$ cat src/rtl/master_pkg.sv
package master_pkg;

  localparam int TIME_W = 8;

  typedef enum logic [1:0] {
    IDLE = 2'b00,
    PLAY = 2'b01,
    WIN  = 2'b10,
    LOSE = 2'b11
  } master_state_t;

endpackage

$ cat src/rtl/btn_debounce.sv
module btn_debounce #(
  parameter int DEBOUNCE_CYCLES = 1_000_000
) (
  input  logic CLK,
  input  logic RESETN,
  input  logic BTN,
  output logic START_EVT
);

  localparam int CW = (DEBOUNCE_CYCLES > 1) ? $clog2(DEBOUNCE_CYCLES) : 1;

  logic          sync_p0;
  logic          sync_p1;
  logic [CW-1:0] stable_cnt;
  logic          btn_lvl;
  logic          btn_lvl_prev;

  always_ff @(posedge CLK or negedge RESETN) begin
    if (!RESETN) begin
      sync_p0      <= 1'b0;
      sync_p1      <= 1'b0;
      stable_cnt   <= '0;
      btn_lvl      <= 1'b0;
      btn_lvl_prev <= 1'b0;
    end else begin
      // stage: two-flop synchroniser
      sync_p0 <= BTN;
      sync_p1 <= sync_p0;
      // stage: debounce, new level accepted after DEBOUNCE_CYCLES differing samples
      if (sync_p1 == btn_lvl) begin
        stable_cnt <= '0;
      end else if (stable_cnt == CW'(DEBOUNCE_CYCLES - 1)) begin
        btn_lvl    <= sync_p1;
        stable_cnt <= '0;
      end else begin
        stable_cnt <= stable_cnt + CW'(1);
      end
      // stage: rising-edge detector
      btn_lvl_prev <= btn_lvl;
    end
  end

  assign START_EVT = btn_lvl & ~btn_lvl_prev;

endmodule

$ cat src/rtl/master_state_ctrl.sv
module master_state_ctrl
  import master_pkg::*;
#(
  parameter int CLK_HZ          = 100_000_000,
  parameter int DEBOUNCE_CYCLES = 1_000_000,
  parameter int SCORE_W         = 4,
  parameter int WIN_SCORE       = 10,
  parameter int TIME_LIMIT      = 60,
  parameter int HOLD_FRAMES     = 180
) (
  input  logic               CLK,
  input  logic               RESETN,
  input  logic               BTN_START,
  input  logic               TARGET_REACHED,
  input  logic               SNAKE_DIED,
  input  logic               FRAME_END,
  output logic [1:0]         MASTER_STATE,
  output logic [SCORE_W-1:0] SCORE,
  output logic [TIME_W-1:0]  TIME_LEFT,
  output logic               GAME_RESET
);

  localparam int PW = (CLK_HZ > 1) ? $clog2(CLK_HZ) : 1;
  localparam int HW = $clog2(HOLD_FRAMES + 1);

  master_state_t      state_q, state_n;
  logic [SCORE_W-1:0] score_q, score_n;
  logic [TIME_W-1:0]  time_q, time_n;
  logic [PW-1:0]      presc_q, presc_n;
  logic [HW-1:0]      hold_q, hold_n;
  logic               grst_q, grst_n;

  logic               start_evt;
  logic               frame_p0;
  logic               frame_p1;
  logic               frame_evt;
  logic               sec_tick;
  logic               win_hit;
  logic [HW-1:0]      hold_inc;

  function automatic logic [SCORE_W-1:0] sat_inc(input logic [SCORE_W-1:0] v);
    return (&v) ? v : v + SCORE_W'(1);
  endfunction

  btn_debounce #(
    .DEBOUNCE_CYCLES(DEBOUNCE_CYCLES)
  ) u_btn (
    .CLK      (CLK),
    .RESETN   (RESETN),
    .BTN      (BTN_START),
    .START_EVT(start_evt)
  );

  // stage: frame-end edge detect
  always_ff @(posedge CLK or negedge RESETN) begin
    if (!RESETN) begin
      frame_p0 <= 1'b0;
      frame_p1 <= 1'b0;
    end else begin
      frame_p0 <= FRAME_END;
      frame_p1 <= frame_p0;
    end
  end

  assign frame_evt = frame_p0 & ~frame_p1;
  assign sec_tick  = (presc_q == PW'(CLK_HZ - 1));
  assign win_hit   = (({1'b0, score_q} + (SCORE_W + 1)'(1)) == (SCORE_W + 1)'(WIN_SCORE));
  assign hold_inc  = hold_q + HW'(1);

  // stage: next-state and datapath decode
  always_comb begin
    state_n = state_q;
    score_n = score_q;
    time_n  = time_q;
    presc_n = presc_q;
    hold_n  = hold_q;
    grst_n  = 1'b0;
    case (state_q)
      IDLE: begin
        if (start_evt) begin
          state_n = PLAY;
          score_n = '0;
          time_n  = TIME_W'(TIME_LIMIT);
          presc_n = '0;
          grst_n  = 1'b1;
        end
      end
      PLAY: begin
        presc_n = sec_tick ? '0 : presc_q + PW'(1);
        if (SNAKE_DIED) begin
          state_n = LOSE;
          hold_n  = '0;
        end else begin
          if (TARGET_REACHED) begin
            score_n = sat_inc(score_q);
            if (win_hit) begin
              state_n = WIN;
              hold_n  = '0;
            end
          end
          if (sec_tick) begin
            time_n = time_q - TIME_W'(1);
            // win on the same cycle outranks running out of time
            if (time_q == TIME_W'(1) && state_n == PLAY) begin
              state_n = LOSE;
              hold_n  = '0;
            end
          end
        end
      end
      WIN, LOSE: begin
        if (start_evt) begin
          state_n = IDLE;
        end else if (frame_evt) begin
          hold_n = hold_inc;
          if (hold_inc == HW'(HOLD_FRAMES)) begin
            state_n = IDLE;
          end
        end
      end
      default: state_n = IDLE;
    endcase
  end

  // stage: registered state and outputs
  always_ff @(posedge CLK or negedge RESETN) begin
    if (!RESETN) begin
      state_q <= IDLE;
      score_q <= '0;
      time_q  <= '0;
      presc_q <= '0;
      hold_q  <= '0;
      grst_q  <= 1'b0;
    end else begin
      state_q <= state_n;
      score_q <= score_n;
      time_q  <= time_n;
      presc_q <= presc_n;
      hold_q  <= hold_n;
      grst_q  <= grst_n;
    end
  end

  assign MASTER_STATE = state_q;
  assign SCORE        = score_q;
  assign TIME_LEFT    = time_q;
  assign GAME_RESET   = grst_q;

endmodule

$ cat config.mk
export PLATFORM = sky130hd
export DESIGN_NAME = master_state_ctrl
export DESIGN_NICKNAME = d
export VERILOG_FILES = /design/src/rtl/master_pkg.sv /design/src/rtl/btn_debounce.sv /design/src/rtl/master_state_ctrl.sv
export SDC_FILE = /design/constraint.sdc
export NUM_CORES = 1
export LEC_CHECK = 0
export BUFFER_PORTS_ARGS = -buffer_cell sky130_fd_sc_hd__buf_2
export CAP_MARGIN = 20
export CELL_PAD_IN_SITES_DETAIL_PLACEMENT = 1
export CELL_PAD_IN_SITES_GLOBAL_PLACEMENT = 2
export CORE_MARGIN = 8
export CORE_UTILIZATION = 42
export DETAILED_ROUTE_END_ITERATION = 8
export PLACE_DENSITY = 0.85
export SETUP_SLACK_MARGIN = 0.05
export SLEW_MARGIN = 20
export SYNTH_ARGS = -nofsm -noshare
export SYNTH_HDL_FRONTEND = slang
export SYNTH_SLANG_ARGS = --single-unit
$ cat constraint.sdc
create_clock -name CLK -period 5.9 [get_ports CLK]
set_input_delay 0.59 -clock CLK [delete_from_list [all_inputs] [get_ports CLK]]
set_output_delay 0.59 -clock CLK [all_outputs]
set_load 0.05 [all_outputs]
==> reports/metrics.yaml, run 1 <==
cts_buffers: 9
cts.path.max_buffers: 2
gp_congestion: 0.764
critPathTopFamily: "simple AND/OR/NAND/NOR gates"
reg2reg_slack_ns: 3.27
slew_headroom: 0.341
yosys_warnings: 0
drc: 0
cp.buffers_inverters: 0
setup-violations-final: 0
synth_top_cells_by_area: "dfrtp_1 47%, nand3_1 5.1%, nor2_1 4.1%"
routed_wl_um: 10400
vias: 3366
power_mw: 1.79
ant_nets: 0
finClkSkew_ns: 0.0150
comb_power_share: 0.334
nFillCells: 1136
start_util: 0.423
grt_usage: 0.173
status: "finished, final reports clean"
cts_tree: "yes"
ctsResizeCount: 0
crit_arrival_ns: 2.93
path_max_fanout: 29
clock-sinks: 76
ff2ff_path_depth: 6
pwr-share-clk: 0.278
rsz0062_at_grt: "no"
first_global_vias: 3515
ir_worst_vdd_mv: 0.299
sw_frac_of_total: 0.415
synth_compound_area_frac: 0.140
synth.distinct_cells: 53
hpwl_um: 6990
synth_seq_cells: 76
postCtsSetupRepairBufs: 0
worst_slew_pin_slew_ns: 0.989
antenna_found_initial: 0
worstReg2RegStart: "presc_q[0]"
yosysTopAreaCellShare: 0.471
wl_per_cell_um: 17.6
p_seq_frac: 0.388
cts-root-buf: "clkbuf_8"
critPathCaptureType: "flop"
cell_internal_pwr_mw: 1.05
synth-adder-area-share: 0.0217
power.density_nw_per_um2: 397
hold_viol: 0
drt_first_iter_violations: 147
port_buffers: 20
max_freq_ghz: 0.381
crit_required_ns: 6.21
synthSimpleGateAreaFrac: 0.280
slowest_delay_ns: 0.63
register_area_um2: 1900
crit_chain: "ha_1 > nand3_1 > nor4_2 > a21boi_4 > or4b_1 > a21oi_1"
syn_area_um2: 4040
path_clk_slew_ns: 0.08
nets: 462
worstSetupPathType: "flop to flop"
crit_cells: 6
detail_route.first_pass.iterations: 4
die_area_um2: 13000
start_kind: "flop"
tns_ns: 0
num_rows: 36
core_area_um2: 9550
worstReg2RegEnd: "TIME_LEFT[6]"
syn_inst: 436
grt-ovfl-total: 0
crit_start: "presc_q[0]"
grt_pass1_wl_um: 18000
drive_above_1_share: 0.121
grt_max_degree: 77
crit_end: "TIME_LEFT[6]"
antennaDiodeCount: 0
slowest_stage: "nor4_2"
post_drt_via_cell_ratio: 5.73
cts-htree-levels: 3
die_y_um: 114
avgSynthCellArea_um2: 9.27
layout_commonest_cell: "dfrtp_1"
yosysTopAreaCell: "dfrtp_1"
hold_class: "primary input to flop"
syn-num-nets: 449
yosysSeqAreaShare: 0.471
synthMuxAreaShare: 0.0133
layout_common_cells: "76 x dfrtp_1, 43 x nor2_1, 41 x nand3_1"
ios: 21
worstSkewPairLatency_ns: 0.38
multi_input_area_um2: 2040
synthToLayoutAreaGrowth_pct: 11.6
async_flop_share: 1.00
cts_hold_buf: 0
timing.final.crit_share: 0.445
p_sw_mw: 0.743
die_x_um: 114
drv_slew: 0
synth_top_family_by_area: "simple AND/OR/NAND/NOR gates"
maxCapViolCount: 0
synthFlopType: "dfrtp_1"
synthXorXnorAreaFrac: 0.0434
synth-edff-count: 0
p_leak_nw: 1.96
fin_crit_ns: 2.63
-- metal layers --
layer | global-route usage | vias up | wire length, um
met3 | 0.0427 | 15 | 254
met2 | 0.280 | 27 | 5090
li1 | - | 1632 | -
met4 | 0.0612 | 0 | 153
met1 | 0.220 | 1692 | 4860
met5 | 0 | - | 0
-- synthesized netlist by cell type, types with 3 or more instances --
master and number:
nor2b_1 3, a21oi_1 28, or3_1 6, a21o_1 3
o31ai_1 5, mux2_2 3, nor4_1 6, or4_1 7
and2_1 3, a31oi_1 16, ha_1 7, xnor2_1 4
a41oi_1 10, nand4_1 10, and3_1 14, nor2_1 44
a22o_1 4, inv_1 10, nand3_1 41, o22ai_1 3
dfrtp_1 76, nand2b_1 8, buf_2 4, clkbuf_1 13
and4_1 4, nand2_1 35, xor2_1 16, o21ai_0 16
nor3_1 6
-- cell families after synthesis --
kind of cell             count (synthesis)
AND/OR/NAND/NOR                        207
adder cells (fa/ha/maj)                  7
XOR/XNOR                                20
flip-flops                              76
multiplexers                             5
buffers and inverters                   30
AO/OA/AOI/OAI                           91
-- worst min path at each step --
stage                     to  slack [ns]  cells past startpoint          start
6_report       u_btn.sync_p0        0.32                      1      BTN_START
5_1_grt        u_btn.sync_p0        0.31                      1      BTN_START
4_1_cts        u_btn.sync_p0        0.31                      1      BTN_START
3_5_place_dp   u_btn.sync_p1        0.34                      0  u_btn.sync_p0
3_3_place_gp   u_btn.sync_p1        0.34                      0  u_btn.sync_p0
2_1_floorplan     GAME_RESET        0.29                      0         RESETN
-- power by group through the flow --
stage / Clock (mW) / Combinational (mW) / Sequential [mW]
floorplan: 0 / 0.334 / 0.790
global placement: 0 / 0.584 / 0.696
detailed placement: 0 / 0.600 / 0.702
CTS: 0.510 / 0.603 / 0.693
global route: 0.528 / 0.660 / 0.710
finish: 0.497 / 0.599 / 0.695
-- through the flow --
step / hold slack, ns / instances / setup slack (ns) / cell area [um2] / utilization
floorplan: 0.294 / 436 / 3.46 / 4040 / -
global placement: 0.344 / 571 / 3.31 / 4240 / 0.444
detailed placement: 0.342 / 571 / 3.14 / 4250 / 0.445
CTS: 0.310 / 587 / 3.14 / 4500 / 0.471
global route: 0.307 / 587 / 3.10 / 4510 / 0.472
finish: 0.321 / 587 / 3.27 / 4510 / 0.472
-- state kept, by name, summed over array words and instances (netlist names) --
signal,cells
u_btn.btn_lvl_prev,1
SCORE,4
presc_q,27
MASTER_STATE,2
u_btn.stable_cnt,20
u_btn.sync_p1,1
GAME_RESET,1
u_btn.sync_p0,1
TIME_LEFT,8
frame_p1,1
hold_q,8
u_btn.btn_lvl,1
frame_p0,1
-- layout make-up --
type | instances | share of cell area
clock inverter | 6 | 0.0247
inverter | 11 | 0.00944
tap | 133 | 0.0369
clock buffer | 10 | 0.0305
sequential | 76 | 0.422
multi-input combinational | 330 | 0.452
timing repair buffer | 21 | 0.0244
Note: power is estimated with default switching activity, not from simulation.
==> run 2: changes to the inputs <==
CORE_UTILIZATION = 35   (was 42)
PLACE_DENSITY = 0.75   (was 0.85)
clock period = 2.2 ns   (was 5.9 ns; I/O delays follow)
==> run 2 against run 1 <==
Net effect: the run now ends with negative setup slack left; non-clock buffer count rose by 52; routed wire length grew 11%; cell area rose by 14%; power grew to 3.0 times the previous value.
==> reports/metrics.yaml, run 2 (synthesis gave the netlist of run 1 again) <==
grt-ovfl-total: 0  # unchanged
routed_wl_um: 11500  # was 10400 um
maxCapViolCount: 0  # unchanged
layout_commonest_cell: "dfrtp_1"  # unchanged
status: "complete, but fails checks"  # was finished, final reports clean
path_clk_slew_ns: 0.06  # was 0.08 ns
slowest_stage: "or4b_4"  # was nor4_2
gp_congestion: 0.789  # was 0.764
first_global_vias: 3798  # was 3515
rsz0062_at_grt: "yes"  # was no
multi_input_area_um2: 2160  # was 2040 um2
drc: 0  # unchanged
nFillCells: 1319  # was 1136
crit_chain: "or4b_4 > nor4_4 > buf_4 > a21boi_4 > or4b_1 > a21oi_1"  # was ha_1 > nand3_1 > nor4_2 > a21boi_4 > or4b_1 > a21oi_1
reg_top3: "presc_q x27, u_btn.stable_cnt x20"  # unchanged
slew_headroom: 0.574  # was 0.341
drv_slew: 0  # unchanged
num_rows: 39  # was 36
ios: 21  # unchanged
cp.buffers_inverters: 1  # was 0
grt_max_degree: 40  # was 77
hold_viol: 0  # unchanged
core_area_um2: 11300  # was 9550 um2
finClkSkew_ns: 0.0103  # was 0.0150 ns
start_util: 0.357  # was 0.423
path_max_fanout: 8  # was 29
timing.final.crit_share: 1.00  # was 0.445
vias: 3609  # was 3366
antenna_found_initial: 0  # unchanged
port_buffers: 20  # unchanged
nets: 514  # was 462
whs_ns: 0.255  # was 0.321 ns
die_area_um2: 15200  # was 13000 um2
tns_ns: -0.00382  # was 0 ns
cts.path.max_buffers: 2  # unchanged
critPathCaptureType: "flop"  # unchanged
crit_arrival_ns: 2.46  # was 2.93 ns
dp_cells: 622  # was 571
cts_tree: "yes"  # unchanged
slowest_delay_ns: 0.55  # was 0.63 ns
layout_common_cells: "74 x dfrtp_1, 47 x buf_4, 44 x nor2_1"  # was 76 x dfrtp_1, 43 x nor2_1, 41 x nand3_1
power.density_nw_per_um2: 1050  # was 397 nW/um2
hold_class: "primary input to flop"  # unchanged
fin_crit_ns: 2.20  # was 2.63 ns
setup-violations-final: 1  # was 0
drt_first_iter_violations: 154  # was 147
crit_required_ns: 2.46  # was 6.21 ns
register_area_um2: 1900  # about the same
largest_register_ffs: 27  # unchanged
worst_slew_pin_slew_ns: 0.633  # was 0.989 ns
cts_buffers: 9  # unchanged
cts-htree-levels: 3  # unchanged
grt_pass1_wl_um: 19600  # was 18000 um
failed_checks: "negative setup slack"
top_register: "presc_q"  # unchanged
worstSetupPathType: "flop to flop"  # unchanged
setup_ws_ns: -0.00382  # was 3.27 ns
die_x_um: 123  # was 114 um
p_leak_nw: 2.27  # was 1.96 nW
die_y_um: 123  # was 114 um
grt_usage: 0.160  # was 0.173
cts-root-buf: "clkbuf_16"  # was clkbuf_8
instances_no_fill: 649  # was 587
antennaDiodeCount: 0  # unchanged
worstSkewPairLatency_ns: 0.34  # was 0.38 ns
hpwl_um: 7930  # was 6990 um
max_freq_ghz: 0.454  # was 0.381 GHz
synthToLayoutAreaGrowth_pct: 26.9  # was 11.6%
ir_worst_vdd_mv: 0.687  # was 0.299 mV
clock-sinks: 76  # unchanged
start_kind: "flop"  # unchanged
detail_route.first_pass.iterations: 4  # unchanged
drive_above_1_share: 0.243  # was 0.121
post_drt_via_cell_ratio: 5.56  # was 5.73
final_core_util: 0.453  # was 0.472
critPathTopFamily: "simple AND/OR/NAND/NOR gates"  # unchanged
ant_nets: 0  # unchanged
wl_per_cell_um: 17.7  # was 17.6 um
-- run 2: cell types whose count changed in the layout (fill, tap and decap cells not counted), sizes merged --
cell         delta
buf            +48
bufinv          -3
dlygate4sd3     +3
clkbuf          +2
inv             +2
-- run 2: metal layers --
layer,global-route usage,vias to the layer above,wire (um)
li1,-,1734,-
met1,0.206,1844,5430
met2,0.268,23,5700
met3,0.0301,8,202
met4,0.0497,0,138
met5,0,-,0
-- run 2: layout make-up --
type / instances / share of cell area
Timing Repair Buffer: 73 / 0.108
Clock inverter: 5 / 0.00684
Tap cell: 143 / 0.0349
Sequential cell: 76 / 0.372
Multi-Input combinational cell: 330 / 0.422
Clock buffer: 11 / 0.0474
Inverter: 11 / 0.00903
-- run 2: what timing repair did --
action	4_1_cts	5_1_grt
gates cloned	0	1
pin swaps	1	6
endpoints found under the setup margin	4	49
hold buffers	3	0
endpoints found under the hold margin	39	0
setup buffers	3	4
resized for setup	2	23
-- run 2: power breakdown --
| group | total [mW] | leakage (nW) | switching [mW] | internal [mW] |
|---|---|---|---|---|
| Sequential | 1.80 | 1.02 | 0.227 | 1.58 |
| Clock | 1.40 | 0.136 | 0.603 | 0.799 |
| Combinational | 2.19 | 1.11 | 1.39 | 0.797 |
| Total | 5.40 | 2.27 | 2.22 | 3.17 |
-- run 2: worst paths after layout --
path	from	to	slack, ns	cells past startpoint
max	presc_q[19]	TIME_LEFT[6]	-0.004	6
min	TARGET_REACHED	SCORE[1]	0.25	3
max in group asynchronous	RESETN	presc_q[22]	1.17	3
min in group asynchronous	RESETN	hold_q[6]	0.41	2
min reg2reg	u_btn.sync_p0	u_btn.sync_p1	0.38	0
max reg2reg	presc_q[19]	TIME_LEFT[6]	-0.004	6
-- run 2: through the flow --
step	area, um2	setup WS, ns	total power [mW]
final	5120	-0.00382	5.40
after global placement	4600	0.0390	3.71
after detailed placement	4600	-0.0167	3.77
after global routing	5120	-0.104	5.69
after CTS	4940	-0.0179	5.21
after floorplan	4060	-0.0273	3.03
-- run 2: worst min-delay path, stage by stage --
cell and delay, ns:
buf_2 0.14, nand3_1 0.10, o22ai_1 0.08
